### src/rtl/packet_sink_pkg.sv
// Shared definitions for the packet sink: default geometry, framing states and sizing helpers.
package packet_sink_pkg;

    localparam int unsigned DEF_FLITS    = 8;
    localparam int unsigned DEF_SIZE     = 8;
    localparam int unsigned DEF_CNT_BITS = 16;
    localparam int unsigned DROP_BITS    = 8;

    typedef enum logic [1:0] {
        ST_IDLE    = 2'd0,
        ST_COLLECT = 2'd1,
        ST_HOLD    = 2'd2
    } state_e;

    // Index width for a flit counter covering 0..flits-1 (at least one bit).
    function automatic int unsigned idx_bits(input int unsigned flits);
        return (flits <= 2) ? 1 : $clog2(flits);
    endfunction

endpackage

### src/rtl/packet_sink_toggle_rx.sv
// Two-phase (toggle) req/ack receiver: pending detect, ack toggle on consume.
// PACKET_SINK_REQ_SYNC_EN adds a two-flop synchroniser on req for a foreign clock domain.
module packet_sink_toggle_rx (
    input  logic clk,
    input  logic reset,
    input  logic req,
    input  logic consume,
    output logic pending_c,
    output logic ack
);

    logic req_s;
    logic req_old_q, req_old_d;
    logic ack_q, ack_d;

`ifdef PACKET_SINK_REQ_SYNC_EN
    logic [1:0] sync_q;

    always_ff @(posedge clk or negedge reset) begin
        if (!reset) begin
            sync_q <= 2'b00;
        end else begin
            sync_q <= {sync_q[0], req};
        end
    end

    assign req_s = sync_q[1];
`else
    assign req_s = req;
`endif

    assign pending_c = req_s ^ req_old_q;

    // A flit is taken only when the consumer asks and one is actually outstanding.
    always_comb begin
        req_old_d = req_old_q;
        ack_d     = ack_q;
        if (consume && pending_c) begin
            req_old_d = req_s;
            ack_d     = ~ack_q;
        end
    end

    always_ff @(posedge clk or negedge reset) begin
        if (!reset) begin
            req_old_q <= 1'b0;
            ack_q     <= 1'b0;
        end else begin
            req_old_q <= req_old_d;
            ack_q     <= ack_d;
        end
    end

    assign ack = ack_q;

endmodule

### src/rtl/packet_sink.sv
// Packet sink: frames toggle-link flits into FLITS-flit packets and hands them to a valid/ready endpoint.
// Optional macro PACKET_SINK_REQ_SYNC_EN synchronises req inside the toggle receiver.
module packet_sink
    import packet_sink_pkg::*;
#(
    parameter int unsigned ID       = 0,
    parameter int unsigned FLITS    = DEF_FLITS,
    parameter int unsigned SIZE     = DEF_SIZE,
    parameter int unsigned CNT_BITS = DEF_CNT_BITS
) (
    input  logic                  clk,
    input  logic                  reset,
    input  logic                  req,
    output logic                  ack,
    input  logic [SIZE-1:0]       data,
    output logic                  pkt_valid,
    input  logic                  pkt_ready,
    output logic [FLITS*SIZE-1:0] pkt_data,
    output logic [CNT_BITS-1:0]   pkt_count,
    output logic [DROP_BITS-1:0]  drop_count,
    output logic                  err_framing
);

    localparam int unsigned IDX_W = idx_bits(FLITS);
    localparam int unsigned PW    = FLITS * SIZE;

    state_e                      state_q, state_d;
    logic [IDX_W-1:0]            flit_idx_q, flit_idx_d;
    logic [FLITS-1:0][SIZE-1:0]  flit_buf_q, flit_buf_d;
    logic                        pkt_valid_q, pkt_valid_d;
    logic [PW-1:0]               pkt_data_q, pkt_data_d;
    logic [CNT_BITS-1:0]         pkt_count_q, pkt_count_d;
    logic [DROP_BITS-1:0]        drop_count_q, drop_count_d;
    logic                        err_q, err_d;

    logic pending_c;
    logic consume_c;
    logic head_c;
    logic last_c;

    // Flits are left waiting in HOLD so the withheld ack backpressures the source.
    assign consume_c = pending_c && (state_q != ST_HOLD);
    assign head_c    = data[SIZE-1];
    assign last_c    = (flit_idx_q == IDX_W'(FLITS - 1));

    packet_sink_toggle_rx u_toggle_rx (
        .clk       (clk),
        .reset     (reset),
        .req       (req),
        .consume   (consume_c),
        .pending_c (pending_c),
        .ack       (ack)
    );

    always_comb begin
        state_d      = state_q;
        flit_idx_d   = flit_idx_q;
        flit_buf_d   = flit_buf_q;
        pkt_valid_d  = pkt_valid_q;
        pkt_data_d   = pkt_data_q;
        pkt_count_d  = pkt_count_q;
        drop_count_d = drop_count_q;
        err_d        = err_q;

        case (state_q)
            ST_IDLE: begin
                if (pending_c) begin
                    if (head_c) begin
                        flit_buf_d[0] = data;
                        flit_idx_d    = IDX_W'(1);
                        state_d       = ST_COLLECT;
                    end else if (drop_count_q != '1) begin
                        drop_count_d = drop_count_q + DROP_BITS'(1);
                    end
                end
            end

            ST_COLLECT: begin
                if (pending_c) begin
                    if (head_c) begin
                        // A new head restarts the packet; the partial one is lost.
                        err_d         = 1'b1;
                        flit_buf_d[0] = data;
                        flit_idx_d    = IDX_W'(1);
                    end else if (last_c) begin
                        pkt_data_d  = {data, flit_buf_q[FLITS-2:0]};
                        pkt_valid_d = 1'b1;
                        flit_idx_d  = '0;
                        state_d     = ST_HOLD;
                    end else begin
                        for (int i = 0; i < int'(FLITS); i++) begin
                            if (IDX_W'(i) == flit_idx_q) begin
                                flit_buf_d[i] = data;
                            end
                        end
                        flit_idx_d = flit_idx_q + IDX_W'(1);
                    end
                end
            end

            ST_HOLD: begin
                if (pkt_valid_q && pkt_ready) begin
                    pkt_valid_d = 1'b0;
                    pkt_count_d = pkt_count_q + CNT_BITS'(1);
                    state_d     = ST_IDLE;
                end
            end

            default: begin
                state_d = ST_IDLE;
            end
        endcase
    end

    always_ff @(posedge clk or negedge reset) begin
        if (!reset) begin
            state_q      <= ST_IDLE;
            flit_idx_q   <= '0;
            flit_buf_q   <= '0;
            pkt_valid_q  <= 1'b0;
            pkt_data_q   <= '0;
            pkt_count_q  <= '0;
            drop_count_q <= '0;
            err_q        <= 1'b0;
        end else begin
            state_q      <= state_d;
            flit_idx_q   <= flit_idx_d;
            flit_buf_q   <= flit_buf_d;
            pkt_valid_q  <= pkt_valid_d;
            pkt_data_q   <= pkt_data_d;
            pkt_count_q  <= pkt_count_d;
            drop_count_q <= drop_count_d;
            err_q        <= err_d;
        end
    end

    // Debug guard: a presented packet must always coincide with the HOLD state.
    always @(posedge clk) begin
        if (reset && pkt_valid_q) begin
            assert (state_q == ST_HOLD)
                else $error("packet_sink[%0d]: pkt_valid outside HOLD", ID);
        end
    end

    assign pkt_valid   = pkt_valid_q;
    assign pkt_data    = pkt_data_q;
    assign pkt_count   = pkt_count_q;
    assign drop_count  = drop_count_q;
    assign err_framing = err_q;

endmodule

### config.mk
export PLATFORM = sky130hd
export DESIGN_NAME = packet_sink
export DESIGN_NICKNAME = d
export VERILOG_FILES = /design/src/rtl/packet_sink_pkg.sv /design/src/rtl/packet_sink_toggle_rx.sv /design/src/rtl/packet_sink.sv
export SDC_FILE = /design/constraint.sdc
export NUM_CORES = 1
export LEC_CHECK = 0
export ABC_AREA = 0
export CAP_MARGIN = 20
export CORE_UTILIZATION = 39
export CTS_BUF_LIST = sky130_fd_sc_hd__clkbuf_4 sky130_fd_sc_hd__clkbuf_8
export DETAILED_ROUTE_END_ITERATION = 6
export GPL_ROUTABILITY_DRIVEN = 0
export SETUP_SLACK_MARGIN = 0.4
export SYNTH_ARGS = -nofsm -noshare
export SYNTH_HDL_FRONTEND = slang
export SYNTH_SLANG_ARGS = --single-unit
### constraint.sdc
create_clock -name clk -period 1.6 [get_ports clk]
set_input_delay 0.32 -clock clk [delete_from_list [all_inputs] [get_ports clk]]
set_output_delay 0.32 -clock clk [all_outputs]
set_load 0.02 [all_outputs]
# After elaboration in Yosys (flattened, before gate mapping)
# Cells that the tools add are included.
# Widths: inputs -> output; s select.
[classes]
n_addsub = 3
eq_ne = 19
muxes = 25
bitwise = 4
n_reduce_logical = 21
[op_table]
columns = ["operator", "count"]
rows = [
  ["$mux 8", 6],
  ["$reduce_and 5->1", 7],
  ["$add 16x1->16 const B", 1],
  ["$pmux 8 s2", 1],
  ["$mux 3", 5],
  ["$ne 2x2->1 const B", 7],
  ["$mux 2", 6],
  ["$reduce_and 4->1", 3],
  ["$reduce_and 6->1", 2],
  ["$eq 3x3->1 const A", 3],
  ["$add 8x1->8 const B", 1],
  ["$ne 8x8->1 const B", 1],
  ["$eq 2x3->1 const A", 2],
  ["$ne 3x3->1 const B", 2],
  ["$pmux 2 s3", 1],
  ["$pmux 3 s2", 1],
  ["$mux 1", 4],
  ["$reduce_bool 2->1", 2],
  ["$add 3x1->3 const B", 1],
  ["$eq 1x3->1 const A", 1],
  ["$eq 3x3->1 const B", 1],
  ["$logic_and 1x1->1", 3],
  ["$logic_not 3->1", 1],
  ["$not 1->1", 3],
  ["7 further kinds", 7],
]
[word_totals]
ff_bits = 140
in_bits = 12
out_inout_bits = 91
elab_cells = 88

# Logic depth before layout (Yosys ltp)
# Gate-level depths: netlist of the first run.
[logic_depth]
ltp_word = 6
mapped_depth = 7
depth_no_buf = 5

# By module
# A second synthesis of the first run with hierarchy kept.
[hier_totals]
hier_cells = 395
area_unflattened_um2 = 5713.0
[modules_own_cells]
columns = ["module", "instances", "cells_per_inst", "area_each_um2", "seq_area_each_um2"]
rows = [
  ["packet_sink", 1, 389, 5630.4, 3453.3],
  ["packet_sink_toggle_rx", 1, 6, 82.6, 50.0],
]

# Least setup slack after synthesis of the first run
# OpenSTA, ideal clock, no wires.
[synth_timing]
path_type = "register -> register"
startpoint = "register flit_idx_q[0]"
endpoint = "register pkt_data_q[56], in the netlist pkt_data[56]"
setup_time_ns = 0.125
arrival_time_ns = 1.653
t_required_ns = 1.475
slack_ns = -0.178
stages_incl_launch_ff = 8
n_path_buf = 2
synth_period_minus_slack_ns = 1.778
cell_sequence = "dfrtp_1 -> ha_1 -> ha_1 -> nand3b_1 -> nor3_2 -> buf_4 -> buf_4 -> mux2_2"
[synth_between]
elab_chain_len = 2
[synth_rtl]
columns = ["element", "line", "source"]
rows = [
  ["from (decl)", "packet_sink.sv:28", "logic [IDX_W-1:0] flit_idx_q, flit_idx_d;"],
  ["from (signal assigned)", "packet_sink.sv:127", "flit_idx_q <= flit_idx_d;"],
  ["$eq 3x3->1", "packet_sink.sv:44", "assign last_c = (flit_idx_q == IDX_W'(FLITS - 1));"],
  ["$reduce_and 4->1 (no line)", "n/a", ""],
  ["to (signal assigned)", "packet_sink.sv:130", "pkt_data_q <= pkt_data_d;"],
  ["to (decl)", "packet_sink.sv:31", "logic [PW-1:0] pkt_data_q, pkt_data_d;"],
]
# No other way between the ends.
# A chain may end at the register's enable or synchronous reset.

# Final worst setup path of the first run
[layout_timing]
startpoint = "register flit_idx_q[0]"
endpoint = "register pkt_data_q[30], in the netlist pkt_data[30]"
# The elaborated chain is that of the path after synthesis.

==> metrics, run 1 <==
worst-skew pair later-pin latency=0.46 ns; sequential-to-total area share from yosys stat=0.590; area fraction of the dominant cell type after synthesis=0.590; met3 Track Usage GR=0.0531; Worst setup SP type=flip-flop; Internal=10.1 mW; Synth Area in Simple Gates=0.0733; Ports=103; status=complete, but fails checks; layout cells sized above 1=0.685; worst setup path end=pkt_data[30]$_DFFE_PN0P_; Sum Neg Setup Slack=-26.56 ns; R2R setup slack=-0.29 ns; CTS tree=yes; fin nets=688; total net switching power=4.14 mW; Synth Flop Type=dfrtp_1; Detailed Routing Iterations Pass 1=7; worst setup path class=reg -> reg; I/O Buffers=95; GRT Total Usage=0.189; Final Hold Fails=0; Peak VDD IR=786 uV; DRT iter0 DRCs=176; dpl cells=718; vias in the first global route=4,294; number of H-tree levels=4; met1 usage=0.253; worst hold slack=0.324 ns; effective utilization at floorplan=0.404; post-layout min period=1.89 ns; share of flip-flops with an asynchronous set or reset=1.00; Die H=125 um; Max Cap Viol=0; Post-Syn Instances=398; Overflow after GRT=0; Synth cell types=46; RSZ-0062 raised after global routing=true; Clk pin slew, worst setup/hold paths=0.08 ns; Critical Path RT=1.94 ns; ANT cells=0; Final Skew=0.0141 ns; CP Capture Type=flip-flop; # rows=44; power density cells=1450 nW/um^2; met2 Usage GRT=0.296; logic gate share of total power=0.375; final setup fails=116; WL per Instance=16.8 um; pin count of the biggest net entering global routing=56; # clock sinks=140; leakage=4.85 nW; worst setup path start=flit_idx_q[0]$_DFFE_PN0P_; final core utilization=0.670; Final WS setup=-0.291 ns; CTS Root Cell=clkbuf_8; switch share=0.290; Worst R2R Start=flit_idx_q[0]$_DFFE_PN0P_; fillers=1,049; global routing's busiest layer=met2; initial antenna violation count=0; DRT Wirelength=14,500 um; Crit Path Max Fanout=6; Synth Cell Area=5940 sq um; Min-Delay Path Class=in -> async; Reg power frac=0.379; synth top area cells=dfrtp_1 59%, mux2_2 13%, mux2_4 8.8%; Post-Synth XOR/XNOR Area=0.0322; Seq cells post-synth=140; Synth Area in Adders=0.0190; clock network power share=0.246; Max clock buf depth=2; DRC viols=8; Antenna Violating Nets Remaining=0; die area=15,700 sq um; cts bufs inserted=17; Post-Syn Area per Cell=14.9 sq um; area delta synth->final=65.8%; worst r2r path cells=8; core area=14,700 sq um; largest family of logic cells by synthesized area=multiplexers; violated checks=design-rule violations, negative setup slack; Worst EP arrival=2.23 ns; first-pass GRT wire length=22,900 um; EDFF count, synth=0; vias per cell=4.73; via count=4,084; Synth Area in Compound Gates=0.0154; Synth Warn #=0; Pins Over Slew Limit=0; FMAX=0.529 GHz; fin cells=863; largest area contributor in the netlist=dfrtp_1; FF-to-FF End=pkt_data[30]$_DFFE_PN0P_; post-synthesis mux area share=0.236; Tcrit/Tclk final=1.18; chip width=125 um; DP HPWL=8360 um
[per-stage QoR]
stage / setup slack (ns) / cell area [sq um] / power, mW
global route: -0.352 / 9840 / 15.0
global placement: -0.627 / 7790 / 9.33
detailed placement: -0.672 / 7790 / 9.43
floorplan: -0.140 / 6270 / 7.65
finish: -0.291 / 9840 / 14.3
CTS: -0.262 / 9300 / 13.9
[how the worst min path moves through the flow]
stage	startpoint	to	cells past startpoint
after floorplan	reset	drop_count[0]$_DFFE_PN0P_	0
after global placement	reset	pkt_data[44]$_DFFE_PN0P_	1
after detailed placement	reset	pkt_data[44]$_DFFE_PN0P_	1
after CTS	reset	flit_buf_q[42]$_DFFE_PN0P_	2
after global routing	reset	flit_buf_q[42]$_DFFE_PN0P_	2
final	reset	pkt_data[41]$_DFFE_PN0P_	2
[state kept, by name, indices dropped and copies added (netlist names), 2 cells and up]
signal	flops
pkt_data	57
drop_count	8
flit_idx_q	3
flit_buf_q	50
pkt_count	16
state_q	2
[kinds of logic (layout without fill, tap and decap cells)]
family	Yosys count	in the layout
simple gates	73	73
fa+ha+maj	9	9
other cells	1	7
mux	113	113
flops	140	140
buf+inv	28	303
compound gates	13	13
xor+xnor	21	21
[cells in the final DEF, fill, tap and decap left out, types with 2 or more instances in the layout]
| cell | Yosys | final |
|---|---|---|
| a21oi_1 | 3 | 2 |
| a31oi_1 | 2 | 2 |
| and3_1 | 4 | 4 |
| and4_1 | 2 | 2 |
| and4b_1 | 3 | 2 |
| buf_12 | 0 | 12 |
| buf_4 | 12 | 119 |
| buf_6 | 6 | 118 |
| buf_8 | 0 | 2 |
| bufinv_16 | 0 | 6 |
| clkbuf_16 | 0 | 3 |
| clkbuf_8 | 0 | 19 |
| clkdlybuf4s50_1 | 0 | 10 |
| clkinv_4 | 0 | 3 |
| conb_1 | 1 | 7 |
| dfrtp_1 | 140 | 121 |
| dfrtp_2 | 0 | 19 |
| ha_1 | 9 | 3 |
| ha_4 | 0 | 6 |
| inv_1 | 6 | 5 |
| inv_6 | 0 | 3 |
| mux2_2 | 70 | 8 |
| mux2_4 | 35 | 104 |
| nand2_1 | 19 | 11 |
| nand2_2 | 0 | 5 |
| nand2_4 | 0 | 3 |
| nand3_1 | 6 | 5 |
| nand4_1 | 9 | 9 |
| nor2_1 | 10 | 5 |
| nor2_4 | 0 | 6 |
| nor3_2 | 1 | 2 |
| nor3_4 | 0 | 5 |
| nor4_4 | 0 | 2 |
| o22ai_1 | 2 | 2 |
| xnor2_1 | 13 | 10 |
| xnor2_2 | 1 | 4 |
| xor2_1 | 7 | 6 |
[power groups by stage]
stage | clock (mW) | combinational [mW] | sequential (mW)
after floorplan | 0 | 1.88 | 5.77
after CTS | 3.59 | 4.86 | 5.41
after global placement | 0 | 3.97 | 5.36
after global routing | 3.75 | 5.68 | 5.54
final | 3.51 | 5.36 | 5.41
after detailed placement | 0 | 4.04 | 5.39
[routing by layer]
layer	vias to the layer above	wire, um
met5	-	0
met2	81	7110
met4	0	175
met3	17	572
met1	2052	6630
li1	1934	-
[final cells by class]
| type | count | area (sq um) | area share |
|---|---|---|---|
| multi-input combinational | 236 | 2860 | 0.291 |
| timing repair buffer | 266 | 2710 | 0.275 |
| inverter | 6 | 25.0 | 0.00254 |
| clock buffer | 19 | 262 | 0.0266 |
| sequential | 140 | 3530 | 0.358 |
| clock inverter | 12 | 233 | 0.0236 |
| tap | 184 | 230 | 0.0234 |
[worst max-delay path, stage by stage (launching register included)]
cell	delay [ns]
dfrtp_2	0.41
ha_4	0.17
ha_4	0.14
nand3b_1	0.13
nor3_4	0.23
buf_6	0.19
buf_12	0.11
buf_16	0.12
mux2_4	0.30
[Yosys cell counts, types with 2 or more instances]
library cell  number
nand3_1            6
o22ai_1            2
and4bb_1           2
inv_1              6
nand4_1            9
nand2_1           19
and4b_1            3
xor2_1             7
xnor2_1           13
and4_1             2
ha_1               9
mux2_1             7
mux2_2            70
and3_1             4
nor2_1            10
a31oi_1            2
nor3_1             6
dfrtp_1          140
buf_6              6
buf_4             12
buf_2              2
a21oi_1            3
mux2_4            35
[what timing repair did]
item	CTS	global route
endpoints found under the setup margin	223	224
hold buffers	1	0
cloned	1	4
hold endpoints to repair	31	0
resized for setup	572	49
buffers inserted	76	32
pin swaps	26	30
No activity file was read; power rests on OpenSTA's default activity.
==> run 2: changes to the inputs <==
- GPL_TIMING_DRIVEN: unset -> 0
==> metrics, run 2 (synthesis results as in run 1) <==
pin count of the biggest net entering global routing=95 (+70%); final setup fails=113 (-2.6%); total net switching power=3.91 mW (-5.6%); DP HPWL=7990 um (-4.4%); die area=15,700 sq um (unchanged); worst setup path start=flit_idx_q[0]$_DFFE_PN0P_; relative slew slack=0.636; Internal=9.09 mW (-10%); switch share=0.300 (+0.0107); design area=9200 sq um (-6.6%); Clk pin slew, worst setup/hold paths=0.08 ns (about the same); I/O Buffers=95 (unchanged); cts bufs inserted=17 (unchanged); Final Skew=0.00850 ns (-0.00563 ns); Critical Path RT=1.93 ns (about the same); commonest cells after routing, fill and taps aside=119 x dfrtp_1, 106 x buf_6, 100 x mux2_4; worst-skew pair later-pin latency=0.45 ns (about the same); first-pass GRT wire length=22,100 um (-3.4%); Pins Over Slew Limit=0 (unchanged); storage element area=3530 sq um (about the same); Sum Neg Setup Slack=-20.31 ns (+6.25 ns); Peak VDD IR=855 uV (+8.8%); violated checks=design-rule violations, negative hold slack, negative setup slack; Tcrit/Tclk final=1.15 (-0.0301); Min-Delay Path Class=in -> async; initial antenna violation count=0 (unchanged); CTS tree=yes; worst hold slack=-0.201 ns (-0.524 ns); fin nets=643 (-6.5%); status=complete, but fails checks; worst slew pin tran=0.544 ns; power density cells=1410 nW/um^2 (-2.6%); Crit Path Max Fanout=10 (+4); Die H=125 um (unchanged); Ports=103 (unchanged); Final Hold Fails=46 (+46); effective utilization at floorplan=0.404 (unchanged); fillers=1,122 (+7.0%); # rows=44 (unchanged); clock network power share=0.209 (-0.037); CP Capture Type=flip-flop; core area=14,700 sq um (unchanged); Overflow after GRT=0 (unchanged); post-layout min period=1.84 ns (-0.0481 ns); Worst R2R Start=flit_idx_q[0]$_DFFE_PN0P_; leakage=4.55 nW (-6.4%); Detailed Routing Iterations Pass 1=7 (unchanged); layout cells sized above 1=0.661 (-0.0234); Final WS setup=-0.243 ns (+0.0481 ns); Max clock buf depth=2 (unchanged); Worst setup SP type=flip-flop; number of H-tree levels=4 (unchanged); DRT Wirelength=13,700 um (-5.8%); GRT Total Usage=0.184 (-0.00499); Reg power frac=0.416 (+0.037); area of placed instances=7480 sq um (-4.0%); ANT cells=0 (unchanged); WL per Instance=16.7 um (-0.74%); DRC viols=11 (+3); # clock sinks=140 (unchanged); logic gate share of total power=0.375 (about the same); vias per cell=4.84 (+2.3%); CTS Root Cell=clkbuf_8; area delta synth->final=54.8%; Place WS=-0.780 ns (-0.109 ns); max reg flops=57 (unchanged); FMAX=0.543 GHz (+2.6%); worst setup path class=reg -> reg; most common cell after layout, fill and taps aside=dfrtp_1; Worst EP arrival=2.18 ns (-0.05 ns); via count=3,963 (-3.0%); RSZ-0062 raised after global routing=true; area of the multi-input gates=2800 sq um (-2.0%); Max Cap Viol=0 (unchanged); chip width=125 um (unchanged); Antenna Violating Nets Remaining=0 (unchanged); vias in the first global route=4,160 (-3.1%); DRT iter0 DRCs=191 (+8.5%)
==> run 2: changes by cell type in the layout (fill, tap and decap cells not counted), sizes merged <==
cell,change
bufinv,-5
inv,-2
dlygate4sd2,+1
clkinvlp,+4
clkinv,+1
clkbuf,+2
clkdlybuf4s50,-1
buf,-43
dlygate4sd3,-1
==> run 2: area by class of cell <==
type | instances | share of cell area
Buffer | 22 | 0.0284
Clock inverter | 10 | 0.00966
Tap cell | 184 | 0.0250
Clock buffer | 22 | 0.0316
Multi-Input combinational cell | 236 | 0.305
Sequential cell | 140 | 0.384
Timing Repair Buffer | 199 | 0.214
Inverter | 6 | 0.00245
==> run 2: final timing paths <==
kind	endpoint	slack [ns]	cells after the start
min in group clk	flit_buf_q[7]$_DFFE_PN0P_	0.50	1
worst min register to register	flit_buf_q[7]$_DFFE_PN0P_	0.50	1
max in group asynchronous	drop_count[4]$_DFFE_PN0P_	0.97	2
worst max register to register	pkt_data[33]$_DFFE_PN0P_	-0.24	8
worst max-delay path	pkt_data[33]$_DFFE_PN0P_	-0.24	8
worst min-delay path	pkt_data[42]$_DFFE_PN0P_	-0.20	1
==> run 2: routing by layer <==
layer / up-vias / share of wire / GRT usage
met4: 0 / 0.014 / 0.0825
met1: 2026 / 0.45 / 0.233
met2: 85 / 0.50 / 0.300
met3: 13 / 0.038 / 0.0449
li1: 1839 / - / -
met5: - / 0 / 0
==> run 2: what timing repair did <==
| item | 4_1_cts | 5_1_grt |
|---|---|---|
| cloned | 1 | 1 |
| pin swaps | 15 | 21 |
| buffers inserted | 74 | 27 |
| setup endpoints to repair | 223 | 224 |
| resized for setup | 545 | 53 |
| hold endpoints to repair | 46 | 46 |
==> run 2: power by group through the flow <==
stage / logic, mW / clock network [mW] / registers (mW)
floorplan: 1.88 / 0 / 5.77
global placement: 3.70 / 0 / 5.35
detailed placement: 3.76 / 0 / 5.40
CTS: 4.45 / 2.80 / 5.39
global route: 5.20 / 2.96 / 5.54
finish: 4.88 / 2.71 / 5.41
==> run 2: critical path: stages, from the launching register on <==
cell and delay (ns):
dfrtp_2 0.39, ha_4 0.16, ha_4 0.14, nand3b_1 0.12
nor3_4 0.17, buf_6 0.18, buf_12 0.12, buf_12 0.13
mux2_4 0.30
==> run 2: stage by stage <==
step / utilization / cells / power [mW]
CTS: 0.595 / 791 / 12.6
global route: 0.626 / 819 / 13.7
global placement: 0.507 / 683 / 9.05
floorplan: - / 404 / 7.65
detailed placement: 0.509 / 684 / 9.16
finish: 0.626 / 819 / 13.0
==> run 3: changes to the inputs <==
- CORE_ASPECT_RATIO: unset -> 0.8
==> metrics, run 3 (synthesis results as in run 1) <==
status=complete, but fails checks; violated checks=negative hold slack, negative setup slack; ANT cells=0 (unchanged); Max Cap Viol=0 (unchanged); cts bufs inserted=17 (unchanged); Clk pin slew, worst setup/hold paths=0.08 ns (about the same); worst slew pin tran=0.635 ns (+0.0908 ns); vias in the first global route=4,134 (-0.63%); fillers=1,066 (-5.0%); leakage=4.60 nW (+1.2%); Die H=112 um (-10%); Pins Over Slew Limit=0 (unchanged); Worst setup SP type=flip-flop; Sum Neg Setup Slack=-24.90 ns (-4.59 ns); Min-Delay Path Class=in -> async; relative slew slack=0.577 (-0.0594); Peak VDD IR=994 uV (+16%); GRT Total Usage=0.186 (+0.00203); worst path cell trace=ha_4 > ha_4 > nand3b_1 > nor3_4 > buf_6 > buf_12 > buf_12 > mux2_4; DRT iter0 DRCs=170 (-11%); Place WS=-0.755 ns (+0.0252 ns); core area=14,600 sq um (-0.74%); CP max stage cell=dfrtp_1; design area=9390 sq um (+2.1%); pin count of the biggest net entering global routing=76 (-20%); Total Power=13.8 mW (+5.9%); number of H-tree levels=4 (unchanged); Final WS setup=-0.273 ns (-0.0302 ns); power density cells=1470 nW/um^2 (+3.8%); CP Capture Type=flip-flop; Worst EP arrival=2.20 ns (+0.02 ns); FMAX=0.534 GHz (-1.6%); final setup fails=112 (-0.88%); Detailed Routing Iterations Pass 1=4 (-3); WP buf/inv=3 (unchanged); CTS tree=yes; I/O Buffers=95 (unchanged); Ports=103 (unchanged); Tcrit/Tclk final=1.17 (+0.0189); DP HPWL=7980 um (about the same); DRT Wirelength=14,100 um (+3.0%); worst hold slack=-0.140 ns (+0.0601 ns); chip width=140 um (+12%); die area=15,700 sq um (about the same); most common cell after layout, fill and taps aside=dfrtp_1; Critical Path RT=1.93 ns (about the same); worst setup path class=reg -> reg; Final Skew=0.0123 ns (+0.00376 ns); WL per Instance=17.1 um (+2.6%); effective utilization at floorplan=0.407 (+0.00301); first-pass GRT wire length=22,300 um (+0.97%); # rows=39 (-11%); via count=3,984 (+0.53%); CP max stage delay=0.41 ns (+0.02 ns); fin nets=646 (+0.47%); worst-skew pair later-pin latency=0.44 ns (about the same); CTS Root Cell=clkbuf_8; RSZ-0062 raised after global routing=true; post-layout min period=1.87 ns (+0.0302 ns); R2R setup slack=-0.27 ns (-0.03 ns); Antenna Violating Nets Remaining=0 (unchanged); area delta synth->final=58.1%; vias per cell=4.85 (+0.16%); initial antenna violation count=0 (unchanged); Final Hold Fails=65 (+41%); commonest cells after routing, fill and taps aside=119 x dfrtp_1, 111 x buf_6, 109 x mux2_4; max reg flops=57 (unchanged); area of placed instances=7480 sq um (unchanged); cell family with most CP delay=buffers and inverters; Overflow after GRT=0 (unchanged); layout cells sized above 1=0.660 (-0.00154); Max clock buf depth=2 (unchanged); DRC viols=0 (-11); # clock sinks=140 (unchanged); Crit Path Max Fanout=5 (-5)
==> run 3: path summary, 6_finish.rpt <==
path | startpoint | end | cells after the start
max in group asynchronous | reset | flit_buf_q[45]$_DFFE_PN0P_ | 2
hold / removal | reset | pkt_count[7]$_DFFE_PN0P_ | 1
setup / recovery | flit_idx_q[1]$_DFFE_PN0P_ | pkt_data[19]$_DFFE_PN0P_ | 8
hold reg to reg | pkt_count[6]$_DFFE_PN0P_ | pkt_count[6]$_DFFE_PN0P_ | 1
setup reg to reg | flit_idx_q[1]$_DFFE_PN0P_ | pkt_data[19]$_DFFE_PN0P_ | 8
min in group clk | pkt_count[6]$_DFFE_PN0P_ | pkt_count[6]$_DFFE_PN0P_ | 1
==> run 3: area by class of cell <==
class / instances / area, sq um / share of cell area
clock buffer: 18 / 241 / 0.0257
timing repair buffer: 202 / 2060 / 0.219
clock inverter: 14 / 210 / 0.0224
sequential: 140 / 3530 / 0.376
tap: 184 / 230 / 0.0245
buffer: 22 / 258 / 0.0275
inverter: 6 / 30.0 / 0.00320
multi-input combinational: 236 / 2830 / 0.302
==> run 3: routing by layer <==
layer | vias up | routed length (um) | track usage
li1 | 1843 | - | -
met3 | 16 | 484 | 0.0444
met1 | 2052 | 6710 | 0.258
met2 | 73 | 6680 | 0.287
met4 | 0 | 187 | 0.0645
met5 | - | 0 | 0
==> run 3: power breakdown <==
part | total [mW] | internal, mW | leakage, nW | switching (mW)
logic | 5.15 | 3.25 | 2.56 | 1.89
clock network | 3.24 | 1.76 | 0.222 | 1.48
registers | 5.38 | 4.61 | 1.82 | 0.776
==> run 3: metrics by stage <==
stage / utilization / std cells
5_1_grt: 0.643 / 822
3_5_place_dp: 0.513 / 684
3_3_place_gp: 0.511 / 683
2_1_floorplan: - / 404
4_1_cts: 0.620 / 790
6_report: 0.643 / 822
==> run 3: what timing repair did <==
item,CTS,global route
endpoints found under the hold margin,65,65
pin swaps,27,27
setup endpoints to repair,222,224
buffers inserted,71,32
resized for setup,589,28
cloned,3,0
==> run 3: worst reg2reg max path: stages (launching register included) <==
cell and delay (ns):
dfrtp_1 0.41, ha_4 0.18, ha_4 0.15, nand3b_1 0.13, nor3_4 0.21, buf_6 0.17, buf_12 0.12, buf_12 0.12
mux2_4 0.30
